**src/rtl/sram_arbiter.sv**
```systemverilog
// Shared base-SRAM arbiter: MEM has strict priority over IF, one FSM sequences
// multi-cycle reads and writes, and every SRAM strobe, ack and read-data output is registered.
module sram_arbiter #(
   parameter int WAIT_CYCLES = 2,
   parameter int SRAM_AW     = 20
) (
   input  logic               clk,
   input  logic               rst,
   input  logic               if_req,
   input  logic [31:0]        if_addr,
   output logic [31:0]        if_rdata,
   output logic               if_ack,
   input  logic               mem_req,
   input  logic               mem_we,
   input  logic [3:0]         mem_be,
   input  logic [31:0]        mem_addr,
   input  logic [31:0]        mem_wdata,
   output logic [31:0]        mem_rdata,
   output logic               mem_ack,
   output logic               stall_if,
   output logic               stall_mem,
   output logic               busy,
   output logic [SRAM_AW-1:0] sram_addr,
   output logic [31:0]        sram_wdata,
   input  logic [31:0]        sram_rdata,
   output logic               sram_data_oe,
   output logic               sram_ce_n,
   output logic               sram_oe_n,
   output logic               sram_we_n,
   output logic [3:0]         sram_be_n
);

   localparam int CW = (WAIT_CYCLES > 1) ? $clog2(WAIT_CYCLES) : 1;
   localparam logic [CW-1:0] CNT_INIT = CW'(WAIT_CYCLES - 1);

   typedef enum logic [1:0] {
      IDLE    = 2'd0,
      ACCESS  = 2'd1,
      RECOVER = 2'd2,
      DONE    = 2'd3
   } state_t;

   state_t             state_q, state_d;
   logic [CW-1:0]      cnt_q, cnt_d;
   logic               we_q, we_d;
   logic               gnt_mem_q, gnt_mem_d;
   logic [SRAM_AW-1:0] addr_q, addr_d;
   logic [31:0]        wdata_q, wdata_d;
   logic               ce_n_q, ce_n_d;
   logic               oe_n_q, oe_n_d;
   logic               we_n_q, we_n_d;
   logic [3:0]         be_n_q, be_n_d;
   logic               data_oe_q, data_oe_d;
   logic               if_ack_q, if_ack_d;
   logic               mem_ack_q, mem_ack_d;
   logic [31:0]        if_rdata_q, if_rdata_d;
   logic [31:0]        mem_rdata_q, mem_rdata_d;

   // Grant selection: MEM wins whenever it is requesting, IF is always a read.
   logic        gnt_mem;
   logic        gnt_we;
   logic [31:0] gnt_addr;
   logic        unused_addr_bits;

   assign gnt_mem  = mem_req;
   assign gnt_we   = mem_req & mem_we;
   assign gnt_addr = mem_req ? mem_addr : if_addr;
   assign unused_addr_bits = ^{if_addr, mem_addr};

   always_comb begin
      state_d     = state_q;
      cnt_d       = cnt_q;
      we_d        = we_q;
      gnt_mem_d   = gnt_mem_q;
      addr_d      = addr_q;
      wdata_d     = wdata_q;
      ce_n_d      = ce_n_q;
      oe_n_d      = oe_n_q;
      we_n_d      = we_n_q;
      be_n_d      = be_n_q;
      data_oe_d   = data_oe_q;
      if_ack_d    = 1'b0;
      mem_ack_d   = 1'b0;
      if_rdata_d  = if_rdata_q;
      mem_rdata_d = mem_rdata_q;

      case (state_q)
         IDLE: begin
            if (mem_req || if_req) begin
               state_d   = ACCESS;
               cnt_d     = CNT_INIT;
               gnt_mem_d = gnt_mem;
               we_d      = gnt_we;
               addr_d    = gnt_addr[SRAM_AW+1:2];
               ce_n_d    = 1'b0;
               if (gnt_we) begin
                  oe_n_d    = 1'b1;
                  we_n_d    = 1'b0;
                  be_n_d    = ~mem_be;
                  data_oe_d = 1'b1;
                  wdata_d   = mem_wdata;
               end else begin
                  oe_n_d    = 1'b0;
                  we_n_d    = 1'b1;
                  be_n_d    = 4'h0;
                  data_oe_d = 1'b0;
               end
            end
         end

         ACCESS: begin
            if (cnt_q == '0) begin
               if (we_q) begin
                  // Release WE but keep CE, address, data and byte lanes driven for hold time.
                  state_d = RECOVER;
                  we_n_d  = 1'b1;
               end else begin
                  state_d   = DONE;
                  ce_n_d    = 1'b1;
                  oe_n_d    = 1'b1;
                  be_n_d    = 4'hF;
                  data_oe_d = 1'b0;
                  if (gnt_mem_q) begin
                     mem_rdata_d = sram_rdata;
                     mem_ack_d   = 1'b1;
                  end else begin
                     if_rdata_d = sram_rdata;
                     if_ack_d   = 1'b1;
                  end
               end
            end else begin
               cnt_d = cnt_q - 1'b1;
            end
         end

         RECOVER: begin
            state_d   = DONE;
            ce_n_d    = 1'b1;
            oe_n_d    = 1'b1;
            we_n_d    = 1'b1;
            be_n_d    = 4'hF;
            data_oe_d = 1'b0;
            mem_ack_d = gnt_mem_q;
            if_ack_d  = ~gnt_mem_q;
         end

         DONE: begin
            state_d = IDLE;
         end

         default: begin
            state_d = IDLE;
         end
      endcase
   end

   always_ff @(posedge clk or negedge rst) begin
      if (!rst) begin
         state_q     <= IDLE;
         cnt_q       <= '0;
         we_q        <= 1'b0;
         gnt_mem_q   <= 1'b0;
         addr_q      <= '0;
         wdata_q     <= '0;
         ce_n_q      <= 1'b1;
         oe_n_q      <= 1'b1;
         we_n_q      <= 1'b1;
         be_n_q      <= 4'hF;
         data_oe_q   <= 1'b0;
         if_ack_q    <= 1'b0;
         mem_ack_q   <= 1'b0;
         if_rdata_q  <= '0;
         mem_rdata_q <= '0;
      end else begin
         state_q     <= state_d;
         cnt_q       <= cnt_d;
         we_q        <= we_d;
         gnt_mem_q   <= gnt_mem_d;
         addr_q      <= addr_d;
         wdata_q     <= wdata_d;
         ce_n_q      <= ce_n_d;
         oe_n_q      <= oe_n_d;
         we_n_q      <= we_n_d;
         be_n_q      <= be_n_d;
         data_oe_q   <= data_oe_d;
         if_ack_q    <= if_ack_d;
         mem_ack_q   <= mem_ack_d;
         if_rdata_q  <= if_rdata_d;
         mem_rdata_q <= mem_rdata_d;
      end
   end

   assign if_rdata     = if_rdata_q;
   assign if_ack       = if_ack_q;
   assign mem_rdata    = mem_rdata_q;
   assign mem_ack      = mem_ack_q;
   assign busy         = (state_q != IDLE);
   assign sram_addr    = addr_q;
   assign sram_wdata   = wdata_q;
   assign sram_data_oe = data_oe_q;
   assign sram_ce_n    = ce_n_q;
   assign sram_oe_n    = oe_n_q;
   assign sram_we_n    = we_n_q;
   assign sram_be_n    = be_n_q;

   // Stalls are combinational so the pipeline releases in the same cycle the ack arrives.
   assign stall_if  = if_req & ~if_ack_q;
   assign stall_mem = mem_req & ~mem_ack_q;

endmodule

```
**config.mk**
```make
export PLATFORM = sky130hd
export DESIGN_NAME = sram_arbiter
export DESIGN_NICKNAME = d
export VERILOG_FILES = /design/src/rtl/sram_arbiter.sv
export SDC_FILE = /design/constraint.sdc
export NUM_CORES = 1
export LEC_CHECK = 0
export ABC_AREA = 1
export CORE_MARGIN = 2
export CORE_UTILIZATION = 36
export CTS_CLUSTER_SIZE = 12
export DETAILED_ROUTE_END_ITERATION = 16
export PLACE_DENSITY = 0.72
export SYNTH_ARGS = -nofsm -noshare
export SYNTH_HDL_FRONTEND = slang
export SYNTH_SLANG_ARGS = --single-unit
```
**constraint.sdc**
```tcl
create_clock -name clk -period 4.67 [get_ports clk]
set_input_delay 0.934 -clock clk [delete_from_list [all_inputs] [get_ports clk]]
set_output_delay 0.934 -clock clk [all_outputs]
set_load 0.01 [all_outputs]
```
==> reports/results.tsv <==
stage	metric	value	unit
cells_and_area	Antenna Diode Count	0	
hold_path	Worst Hold Class	reg -> reg	
grt	grt total ovfl	0	
grt	fraction of met3 tracks used by global routing	0.0674	
worst_setup_path	kind of critical path	in -> out	
clock_network	post-cts repair resize count	0	
place	Placer Congestion	0.749	
sta	final worst-path cycle share	0.719	
detailed_routing	remaining antenna violation count	0	
logic_synthesis	synth unique cells	21	
sta	TNS Setup	0	ns
clock_network	clock latency of the later-clocked register in the worst-skew pair	0.42	ns
grt	met2 Use GR	0.278	
logic_synthesis	register bit count reported by yosys	131	
logic_synthesis	most used flip-flop cell after synthesis	sky130_fd_sc_hd__dfrtp_1	
detailed_routing	initial detailed-routing violation count	306	
worst_setup_path	number of cell instances on the worst register-to-register path	4	
detailed_routing	via density per instance	4.47	
logic_synthesis	Mapped Cells	618	
floorplan	initial cell density of the core	0.368	
worst_setup_path	worst reg2reg endpoint	sram_wdata[3]	
worst_setup_path	kind of launch point of the worst setup path	input port	
detailed_routing	DR WL/cell	13.3	um
clock_network	H-tree lvl count	4	
cells_and_area	layout-stage area growth over the synthesis result	54.2	%
cells_and_area	ratio of cells with drive above 1 in the final layout	0.0969	
hold_path	hold path startpoint	sram_we_n	
logic_synthesis	number of nets produced by synthesis	761	
worst_setup_path	launch instance of the worst register-to-register path	state_q[0]	
floorplan	number of cell rows	45	
worst_setup_path	worst endpoint required time	3.74	ns
place	number of buffers added on ports	241	
logic_synthesis	Avg Inst Size Synth	9.06	sq um
clock_network	Worst-path clk slew	0.05	ns
clock_network	number of hold-repair buffers added at the cts stage	0	
hold_path	Min-Delay Path Depth	2	
power	leakage power	4.23	nW
detailed_routing	total vias in the final route	4718	
sta	skew final	0.00683	ns
grt	met1 track utilization from global routing	0.223	
logic_synthesis	Synth Warn #	0	
power	power density over the cells	684	mW/mm^2
logic_synthesis	top cells by area, synth	sky130_fd_sc_hd__dfrtp_1 (55%), sky130_fd_sc_hd__nand2_1 (16%), sky130_fd_sc_hd__o21ai_2 (5.2%)	
sta	Slew Viols, Final	0	
clock_network	number of clock buffers inserted by TritonCTS	17	
job	number of violations of the max-capacitance limit	0	
clock_network	Max Root-Sink Buffers	2	
worst_setup_path	Worst Path Arrival	2.42	ns
run_status	run status	finished, final reports clean	
sta	Slew headroom	0.271	
sta	# setup viols final	0	
grt	overall global routing resource usage	0.176	
floorplan	core outline area	0.0152	sq mm
cells_and_area	highest-count cells in the layout ignoring fill and taps	sky130_fd_sc_hd__nand2_1 (241), sky130_fd_sc_hd__clkdlybuf4s50_1 (240), sky130_fd_sc_hd__dfrtp_1 (124)	
sta	RSZ-0062 raised after global routing	no	
cells_and_area	most frequent standard cell in the layout excluding fill and tap cells	sky130_fd_sc_hd__nand2_1	
floorplan	number of top-level design ports	266	
power	worst supply voltage drop on vdd	273	uV
sta	actual transition at the worst max-transition pin	1.09	ns
clock_network	clock sink count	131	
clock_network	TritonCTS clock tree	built	
logic_synthesis	top-area cell type share of the netlist area	0.554	
clock_network	CTS Root Cell	sky130_fd_sc_hd__clkbuf_16	
detailed_routing	Routed WL	14100	um
hold_path	end point of the worst hold path	sram_we_n	
cells_and_area	nets	997	
sta	final-report hold violation count	0	
floorplan	Die X-Extent	129	um
logic_synthesis	post-synthesis sequential area ratio	0.587	
worst_setup_path	Register-to-Register Setup Slack	2.13	ns
grt	initial antenna violation count	0	
grt	number of global-route vias before repair	4485	
clock_network	Post CTS Setup Buffer Count	0	
sta	final critical path time including I/O delays and setup	3.36	ns
grt	largest net degree at the start of global routing	111	
logic_synthesis	cell accounting for the most synthesized area	sky130_fd_sc_hd__dfrtp_1	
cells_and_area	number of filler cells placed in the layout	1340	
grt	GRT busiest layer	met2	
floorplan	die extent in y	129	um
logic_synthesis	Post-synth EDFFs	0	
worst_setup_path	Crit Path Max Fanout	22	
sta	worst hold margin	0.465	ns
logic_synthesis	post-synthesis cell area	0.00560	sq mm
grt	first-pass GRT wire length	22800	um
logic_synthesis	fraction of registers with async set or reset after synthesis	1.00	
floorplan	overall die area	0.0166	sq mm
sta	peak clock frequency supported by timing	0.298	GHz
worst_setup_path	critical path capture point type	output port	
detailed_routing	number of iterations in the first detailed-routing pass	6	
detailed_routing	Remaining DRCs	0	
place	Post-DP HPWL	9790	um
## cell usage after synthesis (6+ instances only)
| library cell | n |
|---|---|
| sky130_fd_sc_hd__buf_2 | 14 |
| sky130_fd_sc_hd__buf_6 | 9 |
| sky130_fd_sc_hd__dfrtp_1 | 124 |
| sky130_fd_sc_hd__dfstp_2 | 7 |
| sky130_fd_sc_hd__ha_1 | 6 |
| sky130_fd_sc_hd__inv_1 | 76 |
| sky130_fd_sc_hd__nand2_1 | 241 |
| sky130_fd_sc_hd__nand3_1 | 14 |
| sky130_fd_sc_hd__nor2_1 | 6 |
| sky130_fd_sc_hd__o21ai_0 | 18 |
| sky130_fd_sc_hd__o21ai_1 | 56 |
| sky130_fd_sc_hd__o21ai_2 | 33 |
## stage by stage
step / cell area [sq um] / cells / total power, mW / utilization / worst slack, ns
floorplan: 5600 / 618 / 3.28 / - / 2.26
global placement: 8080 / 1023 / 4.65 / 0.532 / 1.32
detailed placement: 8080 / 1023 / 4.71 / 0.532 / 1.32
CTS: 8630 / 1055 / 5.99 / 0.568 / 1.31
global route: 8630 / 1055 / 6.35 / 0.568 / 1.21
finish: 8630 / 1055 / 5.91 / 0.568 / 1.31
## sequential cells by signal, summed over array words and instances, names as in the netlist
| name | flops |
|---|---|
| cnt_q | 1 |
| gnt_mem_q | 1 |
| if_ack | 1 |
| if_rdata | 32 |
| mem_ack | 1 |
| mem_rdata | 32 |
| sram_addr | 20 |
| sram_be_n | 4 |
| sram_ce_n | 1 |
| sram_data_oe | 1 |
| sram_oe_n | 1 |
| sram_wdata | 32 |
| sram_we_n | 1 |
| state_q | 2 |
| we_q | 1 |
## metal layers
layer / routed length, um / vias up / share of wire
li1: - / 2386 / -
met1: 6060 / 2142 / 0.43
met2: 6650 / 175 / 0.47
met3: 1150 / 15 / 0.081
met4: 201 / 0 / 0.014
met5: 0 / - / 0
## power by group
| part | internal, mW | leakage (nW) | total [mW] | switching (mW) |
|---|---|---|---|---|
| logic | 1.40 | 2.37 | 2.64 | 1.24 |
| registers | 1.72 | 1.59 | 2.03 | 0.305 |
| clock network | 0.742 | 0.265 | 1.24 | 0.500 |
| total | 3.87 | 4.23 | 5.91 | 2.04 |
## critical path, cell delays in order
cell and delay (ns):
sky130_fd_sc_hd__clkdlybuf4s50_1 0.47, sky130_fd_sc_hd__inv_1 0.28, sky130_fd_sc_hd__nor2_1 0.18, sky130_fd_sc_hd__clkdlybuf4s50_1 0.55
## layout make-up
cell class | instances | area, sq um | area share
clock buffers | 19 | 443 | 0.0513
clock inverters | 13 | 111 | 0.0129
inverters | 76 | 285 | 0.0330
multi-input cells | 382 | 1820 | 0.211
flip-flops and latches | 131 | 3290 | 0.381
well taps | 188 | 235 | 0.0272
repair buffers | 246 | 2450 | 0.284
## worst max-delay path by stage
| stage | start | to | slack (ns) | cells after the start |
|---|---|---|---|---|
| 2_1_floorplan | mem_req | stall_mem | 2.26 | 4 |
| 3_3_place_gp | mem_req | stall_mem | 1.32 | 4 |
| 3_5_place_dp | mem_req | stall_mem | 1.32 | 4 |
| 4_1_cts | mem_req | stall_mem | 1.31 | 4 |
| 5_1_grt | mem_req | stall_mem | 1.21 | 4 |
| 6_report | mem_req | stall_mem | 1.31 | 4 |
## cells by family after synthesis
kind of cell               count (synthesis)  share of synthesized area
AOI/OAI and AO/OA                        111                      0.124
adders and majority gates                  6                     0.0134
buffers and inverters                    105                     0.0883
DFF                                      131                      0.587
and+or+nand+nor                          265                      0.187
(Power assumes the default switching activity.)
